[src/rtl/fpu_cmd_sequencer.sv]
// fpu_cmd_sequencer: buffers FPU commands in a small FIFO, issues them one at a
// time to the FPU, waits for completion (or times out) and hands back a tagged
// response with status. Illegal commands (op field not one-hot) are answered
// without ever reaching the FPU.
module fpu_cmd_sequencer #(
   parameter int DEPTH   = 4,     // command queue entries, power of 2 (2..16)
   parameter int TIMEOUT = 255    // WAIT cycles allowed before abort (1..65535)
) (
   input  logic        clk,
   input  logic        rst_l,
   // command push
   input  logic        cmd_valid,
   output logic        cmd_ready,
   input  logic [12:0] cmd_op,
   input  logic [31:0] cmd_opa,
   input  logic [31:0] cmd_opb,
   input  logic [31:0] cmd_opc,
   input  logic [2:0]  cmd_frm,
   input  logic [3:0]  cmd_tag,
   // FPU issue
   output logic [31:0] fpu_opA,
   output logic [31:0] fpu_opB,
   output logic [31:0] fpu_opC,
   output logic [2:0]  fpu_frm,
   output logic [12:0] fpu_op_valids,
   // FPU completion
   input  logic [31:0] fpu_result,
   input  logic [12:0] fpu_valids,
   input  logic [4:0]  fpu_exceptions,
   // response
   output logic        rsp_valid,
   input  logic        rsp_ready,
   output logic [31:0] rsp_result,
   output logic [4:0]  rsp_flags,
   output logic [3:0]  rsp_tag,
   output logic [1:0]  rsp_status,
   // status / interrupt
   output logic        busy,
   output logic        irq,
   input  logic        irq_clr
);

   localparam int PW = (DEPTH > 1) ? $clog2(DEPTH) : 1;
   localparam int CW = PW + 1;
   // Counter value at which the WAIT state gives up.
   localparam logic [15:0] TO_LAST = 16'(TIMEOUT - 1);

   localparam logic [1:0] ST_OK      = 2'b00;
   localparam logic [1:0] ST_TIMEOUT = 2'b01;
   localparam logic [1:0] ST_ILLEGAL = 2'b10;

   typedef struct packed {
      logic [12:0] op;
      logic [31:0] opa;
      logic [31:0] opb;
      logic [31:0] opc;
      logic [2:0]  frm;
      logic [3:0]  tag;
   } cmd_t;

   typedef enum logic [1:0] {
      S_IDLE  = 2'd0,
      S_ISSUE = 2'd1,
      S_WAIT  = 2'd2,
      S_RESP  = 2'd3
   } state_t;

   // ------------------------------------------------------------------
   // Command queue
   // ------------------------------------------------------------------
   cmd_t            r_mem [DEPTH];
   logic [PW-1:0]   r_wr_ptr;
   logic [PW-1:0]   r_rd_ptr;
   logic [CW-1:0]   r_count;

   logic            w_push;
   logic            w_pop;
   logic            w_full;
   logic            w_empty;
   cmd_t            w_in;
   cmd_t            w_head;
   logic [10:0]     w_sel;
   logic            w_onehot;

   assign w_full    = (r_count == CW'(DEPTH));
   assign w_empty   = (r_count == '0);
   assign cmd_ready = !w_full;
   assign w_push    = cmd_valid && !w_full;

   assign w_in.op   = cmd_op;
   assign w_in.opa  = cmd_opa;
   assign w_in.opb  = cmd_opb;
   assign w_in.opc  = cmd_opc;
   assign w_in.frm  = cmd_frm;
   assign w_in.tag  = cmd_tag;

   assign w_head    = r_mem[r_rd_ptr];

   // A legal command selects exactly one operation in op[12:2].
   assign w_sel     = w_head.op[12:2];
   assign w_onehot  = (w_sel != 11'd0) && ((w_sel & (w_sel - 11'd1)) == 11'd0);

   // Queue storage: written on every accepted push; contents need no reset
   // because emptiness is tracked by the pointers and count.
   always_ff @(posedge clk) begin
      if (w_push) begin
         r_mem[r_wr_ptr] <= w_in;
      end
   end

   // Queue pointers and occupancy; pointers wrap naturally since DEPTH is a power of 2.
   always_ff @(posedge clk or negedge rst_l) begin
      if (!rst_l) begin
         r_wr_ptr <= '0;
         r_rd_ptr <= '0;
         r_count  <= '0;
      end else begin
         if (w_push) begin
            r_wr_ptr <= r_wr_ptr + PW'(1);
         end
         if (w_pop) begin
            r_rd_ptr <= r_rd_ptr + PW'(1);
         end
         case ({w_push, w_pop})
            2'b10:   r_count <= r_count + CW'(1);
            2'b01:   r_count <= r_count - CW'(1);
            default: r_count <= r_count;
         endcase
      end
   end

   // ------------------------------------------------------------------
   // Sequencer FSM
   // ------------------------------------------------------------------
   state_t        r_state;
   state_t        w_state_next;
   logic [15:0]   r_cnt;
   logic [12:0]   r_op;
   logic [3:0]    r_tag;
   logic [31:0]   r_opa;
   logic [31:0]   r_opb;
   logic [31:0]   r_opc;
   logic [2:0]    r_frm;
   logic [31:0]   r_rsp_result;
   logic [4:0]    r_rsp_flags;
   logic [1:0]    r_rsp_status;
   logic          r_irq;

   logic          w_done;
   logic          w_timeout;
   logic          w_irq_set;
   logic          w_unused;

   // Completion is any operation bit; the mode bits alone do not complete.
   assign w_done    = |fpu_valids[12:2];
   assign w_timeout = (r_cnt == TO_LAST);
   assign w_unused  = ^fpu_valids[1:0];

   // State register.
   always_ff @(posedge clk or negedge rst_l) begin
      if (!rst_l) begin
         r_state <= S_IDLE;
      end else begin
         r_state <= w_state_next;
      end
   end

   // Next-state decode plus the FSM-derived outputs.
   always_comb begin
      w_state_next  = r_state;
      w_pop         = 1'b0;
      fpu_op_valids = '0;
      rsp_valid     = 1'b0;
      case (r_state)
         S_IDLE: begin
            if (!w_empty) begin
               w_pop        = 1'b1;
               w_state_next = w_onehot ? S_ISSUE : S_RESP;
            end
         end
         S_ISSUE: begin
            fpu_op_valids = r_op;
            w_state_next  = S_WAIT;
         end
         S_WAIT: begin
            if (w_done || w_timeout) begin
               w_state_next = S_RESP;
            end
         end
         S_RESP: begin
            rsp_valid = 1'b1;
            if (rsp_ready) begin
               w_state_next = S_IDLE;
            end
         end
         default: begin
            w_state_next = S_IDLE;
         end
      endcase
      busy = (r_state != S_IDLE) || !w_empty;
   end

   // Working registers, timeout counter and response capture.
   always_ff @(posedge clk or negedge rst_l) begin
      if (!rst_l) begin
         r_op         <= '0;
         r_tag        <= '0;
         r_opa        <= '0;
         r_opb        <= '0;
         r_opc        <= '0;
         r_frm        <= '0;
         r_cnt        <= '0;
         r_rsp_result <= '0;
         r_rsp_flags  <= '0;
         r_rsp_status <= ST_OK;
      end else begin
         case (r_state)
            S_IDLE: begin
               if (w_pop) begin
                  r_op  <= w_head.op;
                  r_tag <= w_head.tag;
                  if (w_onehot) begin
                     // Operands only change when a command really goes to the FPU.
                     r_opa <= w_head.opa;
                     r_opb <= w_head.opb;
                     r_opc <= w_head.opc;
                     r_frm <= w_head.frm;
                  end else begin
                     r_rsp_result <= '0;
                     r_rsp_flags  <= '0;
                     r_rsp_status <= ST_ILLEGAL;
                  end
               end
            end
            S_ISSUE: begin
               r_cnt <= '0;
            end
            S_WAIT: begin
               // Completion wins even in the cycle the counter runs out.
               if (w_done) begin
                  r_rsp_result <= fpu_result;
                  r_rsp_flags  <= fpu_exceptions;
                  r_rsp_status <= ST_OK;
               end else begin
                  r_cnt <= r_cnt + 16'd1;
                  if (w_timeout) begin
                     r_rsp_result <= '0;
                     r_rsp_flags  <= '0;
                     r_rsp_status <= ST_TIMEOUT;
                  end
               end
            end
            default: begin
               // RESP holds everything stable until the handshake.
            end
         endcase
      end
   end

   // Interrupt: set on each entry to RESP; a set in the same cycle as a clear wins.
   assign w_irq_set = (w_state_next == S_RESP) && (r_state != S_RESP);

   // Interrupt flag register.
   always_ff @(posedge clk or negedge rst_l) begin
      if (!rst_l) begin
         r_irq <= 1'b0;
      end else if (w_irq_set) begin
         r_irq <= 1'b1;
      end else if (irq_clr) begin
         r_irq <= 1'b0;
      end
   end

   assign fpu_opA    = r_opa;
   assign fpu_opB    = r_opb;
   assign fpu_opC    = r_opc;
   assign fpu_frm    = r_frm;
   assign rsp_result = r_rsp_result;
   assign rsp_flags  = r_rsp_flags;
   assign rsp_tag    = r_tag;
   assign rsp_status = r_rsp_status;
   assign irq        = r_irq;

endmodule

[config.mk]
export PLATFORM = sky130hd
export DESIGN_NAME = fpu_cmd_sequencer
export DESIGN_NICKNAME = d
export VERILOG_FILES = /design/src/rtl/fpu_cmd_sequencer.sv
export SDC_FILE = /design/constraint.sdc
export NUM_CORES = 1
export LEC_CHECK = 0
export ABC_AREA = 1
export BUFFER_PORTS_ARGS = -buffer_cell sky130_fd_sc_hd__buf_4
export CORE_ASPECT_RATIO = 1.25
export CORE_MARGIN = 4
export CORE_UTILIZATION = 40
export DETAILED_ROUTE_END_ITERATION = 8
export GPL_TIMING_DRIVEN = 1
export PLACE_DENSITY = 0.63
export SKIP_CTS_REPAIR_TIMING = 1
export SLEW_MARGIN = 20
export SYNTH_ARGS = -nofsm -noshare
export SYNTH_HDL_FRONTEND = slang
export SYNTH_SLANG_ARGS = --single-unit
[constraint.sdc]
create_clock -name clk -period 6.5 [get_ports clk]
set_input_delay 0.325 -clock clk [delete_from_list [all_inputs] [get_ports clk]]
set_output_delay 0.325 -clock clk [all_outputs]
set_load 0.05 [all_outputs]
==> impl_metrics.env <==
export IMPL_synth_simple_gate_area_share_pct=12.1
export IMPL_fin_setup_tns_ns=0
export IMPL_root_buffer="clkbuf_16"
export IMPL_fin_ws_ns=2.35
export IMPL_start_util_pct=40.7
export IMPL_hold_path_startpoint="fpu_valids[12]"
export IMPL_drv_cap=0
export IMPL_fmax_mhz=241
export IMPL_r2r_slack_ns=2.35
export IMPL_place_port_buffers=327
export IMPL_synth_compound_area_share_pct=9.83
export IMPL_cp_end_kind="flip-flop"
export IMPL_first_pass_iters=7
export IMPL_slew_viol_final=0
export IMPL_worstPathCellList="inv_6, nand3_1, nand2_1, nand2_1, nor2_1, nand3_1, nand2_1, nand2_1, nand2_1, nor2_4, nand2_8, buf_4, nand2_1, o21ai_1"
export IMPL_die_h_um=287
export IMPL_multi_input_area_um2=5680
export IMPL_synth_warnings=0
export IMPL_fin_area_um2=32000
export IMPL_synthXorXnorAreaFrac_pct=0.282
export IMPL_drtAntennaViolNets=0
export IMPL_pwr_share_clk_pct=28.9
export IMPL_hold_path_depth=6
export IMPL_ys_seq_area_share_pct=74.2
export IMPL_power_frac_seq_pct=40.8
export IMPL_ios=330
export IMPL_antenna_found_initial=4
export IMPL_place_gp_congestion=0.772
export IMPL_hpwlAfterDp_um=34800
export IMPL_fin_util_pct=52.3
export IMPL_drc_errors=0
export IMPL_p_sw_share_pct=35.1
export IMPL_hold_viol=0
export IMPL_drive_above_1_share_pct=20.8
export IMPL_syn_area_per_cell_um2=12.8
export IMPL_via_per_inst=5.01
export IMPL_cpMostUsedCell="nand2_1"
export IMPL_cts_sinks=645
export IMPL_cts_tree="built"
export IMPL_grt_max_degree=114
export IMPL_fin_crit_ns=4.15
export IMPL_regArea_um2=18500
export IMPL_htreeDepth=3
export IMPL_nets=2600
export IMPL_dpl_cell_area_um2=28000
export IMPL_critPathBufInv=2
export IMPL_overflow=0
export IMPL_cts_buffer_depth=3
export IMPL_worstPathRequired_ns=7.03
export IMPL_final_cell_mix="nand2_1, edfxtp_1, buf_4"
export IMPL_grt_pass1_wl_um=91700
export IMPL_drtIter0Drc=963
export IMPL_num_rows=101
export IMPL_maxSlewHeadroom_pct=29.6
export IMPL_cp_start_kind="flip-flop"
export IMPL_total_power_mw=13.9
export IMPL_design_core_area_um2=61200
export IMPL_syn_area_um2=24900
export IMPL_area_delta_synth_final_pct=28.5
export IMPL_die_area_um2=66300
export IMPL_worstPathMaxFanout=113
export IMPL_worst_r2r_endpoint="fpu_opB[14]"
export IMPL_grt_pass1_vias=16418
export IMPL_synth_mux_area_share_pct=0
export IMPL_whs_endpoint="r_cnt[8]"
export IMPL_irDropWorstVdd_mv=0.262
export IMPL_dieWidth_um=231
export IMPL_wl_um=60500
export IMPL_synth_top_family_by_area="simple AND/OR/NAND/NOR gates"
export IMPL_rr_worst_depth=14
export IMPL_cts_buffers=69
export IMPL_crit_family="simple AND/OR/NAND/NOR gates"
export IMPL_ys_types=40
export IMPL_worst_pin_slew_ns=1.06
export IMPL_syn_num_nets=2130
export IMPL_arrival_ns=4.68
export IMPL_rsz0062_at_grt="false"
export IMPL_power_frac_comb_pct=30.3
export IMPL_r2r_start="r_rd_ptr[1]"
export IMPL_cp_slowest_stage_delay_ns=0.82
export IMPL_dp_slack_ns=2.23
export IMPL_status="completed"
export IMPL_clock_latency_ns=0.60
export IMPL_grt_util_all_layers_pct=17.6
export IMPL_synth_fa_ha_area_share_pct=0.433
export IMPL_power_density_nw_per_um2=434
export IMPL_fill_cells=5142
export IMPL_layout_commonest_cell="nand2_1"
export IMPL_fin_worst_skew_ns=0.0188
export IMPL_p_leak_nw=12.8
export IMPL_path_clk_slew_ns=0.06
export IMPL_synth_cells=1951
export IMPL_fin_crit_sh_pct=63.9
export IMPL_detail_route_wl_per_cell_um=18.3
export IMPL_crit_slowest_cell="inv_6"
export IMPL_via_count=16574
export IMPL_finalSetupViolations=0
export IMPL_min_path_type="input pin to flip-flop"
export IMPL_synth_seq_cells=645
export IMPL_crit_start="r_rd_ptr[1]"
export IMPL_crit_type="flip-flop to flip-flop"
export IMPL_switchingPower_mw=4.87
export IMPL_power_internal_mw=9.00
layout make-up:
class | count | share of cell area (%)
tap | 824 | 3.22
timing repair buffer | 508 | 13.2
multi-input combinational | 1140 | 17.8
sequential | 645 | 57.8
inverter | 57 | 0.701
antenna | 3 | 0.0235
clock inverter | 27 | 1.12
clock buffer | 101 | 6.25
metrics by stage:
stage | cells | hold slack, ns
3_5_place_dp | 3018 | 0.368
4_1_cts | 3146 | -0.284
2_1_floorplan | 1951 | 0.0294
5_1_grt | 3304 | 0.213
6_report | 3305 | 0.195
3_3_place_gp | 3018 | 0.362
state kept, by name, summed over array words and instances (netlist names), 5 cells and up:
| name | cells |
|---|---|
| fpu_opB | 32 |
| fpu_opA | 32 |
| rsp_result | 32 |
| fpu_opC | 32 |
| r_cnt | 16 |
| rsp_flags | 5 |
| r_mem | 464 |
| r_op | 13 |
cells by family after synthesis:
kind of cell,Yosys count
and+or+nand+nor,764
buffers and inverters,166
adders and majority gates,8
AOI/OAI and AO/OA,360
xor gates and xnor gates,8
DFF,645
tightest hold or removal path, stage by stage:
cell     delay [ns]
buf_4          0.08
nor4_1         0.05
nand2_1        0.07
nor2_2         0.09
nand2_1        0.06
o21ai_0        0.06
power groups by stage:
| stage | Combinational (mW) | Sequential, mW | Clock, mW |
|---|---|---|---|
| 2_1_floorplan | 2.38 | 6.30 | 0 |
| 3_3_place_gp | 4.09 | 5.70 | 0 |
| 3_5_place_dp | 4.18 | 5.73 | 0 |
| 4_1_cts | 4.19 | 5.65 | 4.12 |
| 5_1_grt | 4.63 | 5.72 | 4.30 |
| 6_report | 4.21 | 5.65 | 4.00 |
worst max-delay path by stage:
stage | to | slack (ns) | cells after the start
global placement | fpu_opB[18] | 2.29 | 14
CTS | fpu_opB[4] | 2.21 | 14
floorplan | r_mem[0][0] | -0.14 | 4
detailed placement | fpu_opB[4] | 2.23 | 14
finish | fpu_opB[14] | 2.35 | 14
global route | fpu_opB[4] | 1.84 | 14
routing by layer:
metal | up-vias | part of all wire, % | wire length (µm) | GRT usage, %
met3 | 79 | 5.9 | 3550 | 4.98
met4 | 2 | 2.1 | 1270 | 6.47
met2 | 432 | 50 | 30300 | 30.4
met5 | - | 0.022 | 13 | 0
li1 | 7873 | - | - | -
met1 | 8188 | 42 | 25300 | 21.1
synthesized netlist by cell type:
| library cell | instances | area, µm² |
|---|---|---|
| a2111oi_0 | 1 | 8.76 |
| a211oi_1 | 1 | 7.51 |
| a21oi_1 | 107 | 536 |
| a22oi_1 | 1 | 7.51 |
| a2bb2oi_1 | 1 | 8.76 |
| a31oi_1 | 5 | 31.3 |
| a32o_1 | 100 | 1000 |
| and2_1 | 1 | 6.26 |
| buf_1 | 3 | 11.3 |
| buf_2 | 5 | 25.0 |
| buf_4 | 1 | 7.51 |
| buf_6 | 20 | 225 |
| clkbuf_1 | 80 | 300 |
| clkinv_1 | 1 | 3.75 |
| dfrtp_1 | 181 | 4530 |
| edfxtp_1 | 464 | 13900 |
| fa_1 | 1 | 20.0 |
| ha_1 | 7 | 87.6 |
| inv_1 | 52 | 195 |
| inv_2 | 4 | 15.0 |
| nand2_1 | 632 | 2370 |
| nand2_2 | 12 | 75.1 |
| nand2_4 | 1 | 11.3 |
| nand3_1 | 34 | 170 |
| nand4_1 | 6 | 37.5 |
| nor2_1 | 62 | 233 |
| nor2_2 | 2 | 12.5 |
| nor2_4 | 2 | 22.5 |
| nor3_1 | 7 | 35.0 |
| nor3b_1 | 1 | 7.51 |
| nor4_1 | 3 | 18.8 |
| o21ai_0 | 44 | 220 |
| o21ai_1 | 62 | 310 |
| o21ai_2 | 30 | 263 |
| o21bai_1 | 1 | 7.51 |
| o22ai_1 | 6 | 37.5 |
| o31ai_1 | 1 | 7.51 |
| or2_2 | 1 | 6.26 |
| xnor2_1 | 4 | 35.0 |
| xor2_1 | 4 | 35.0 |
No activity file was read; power rests on OpenSTA's default activity.
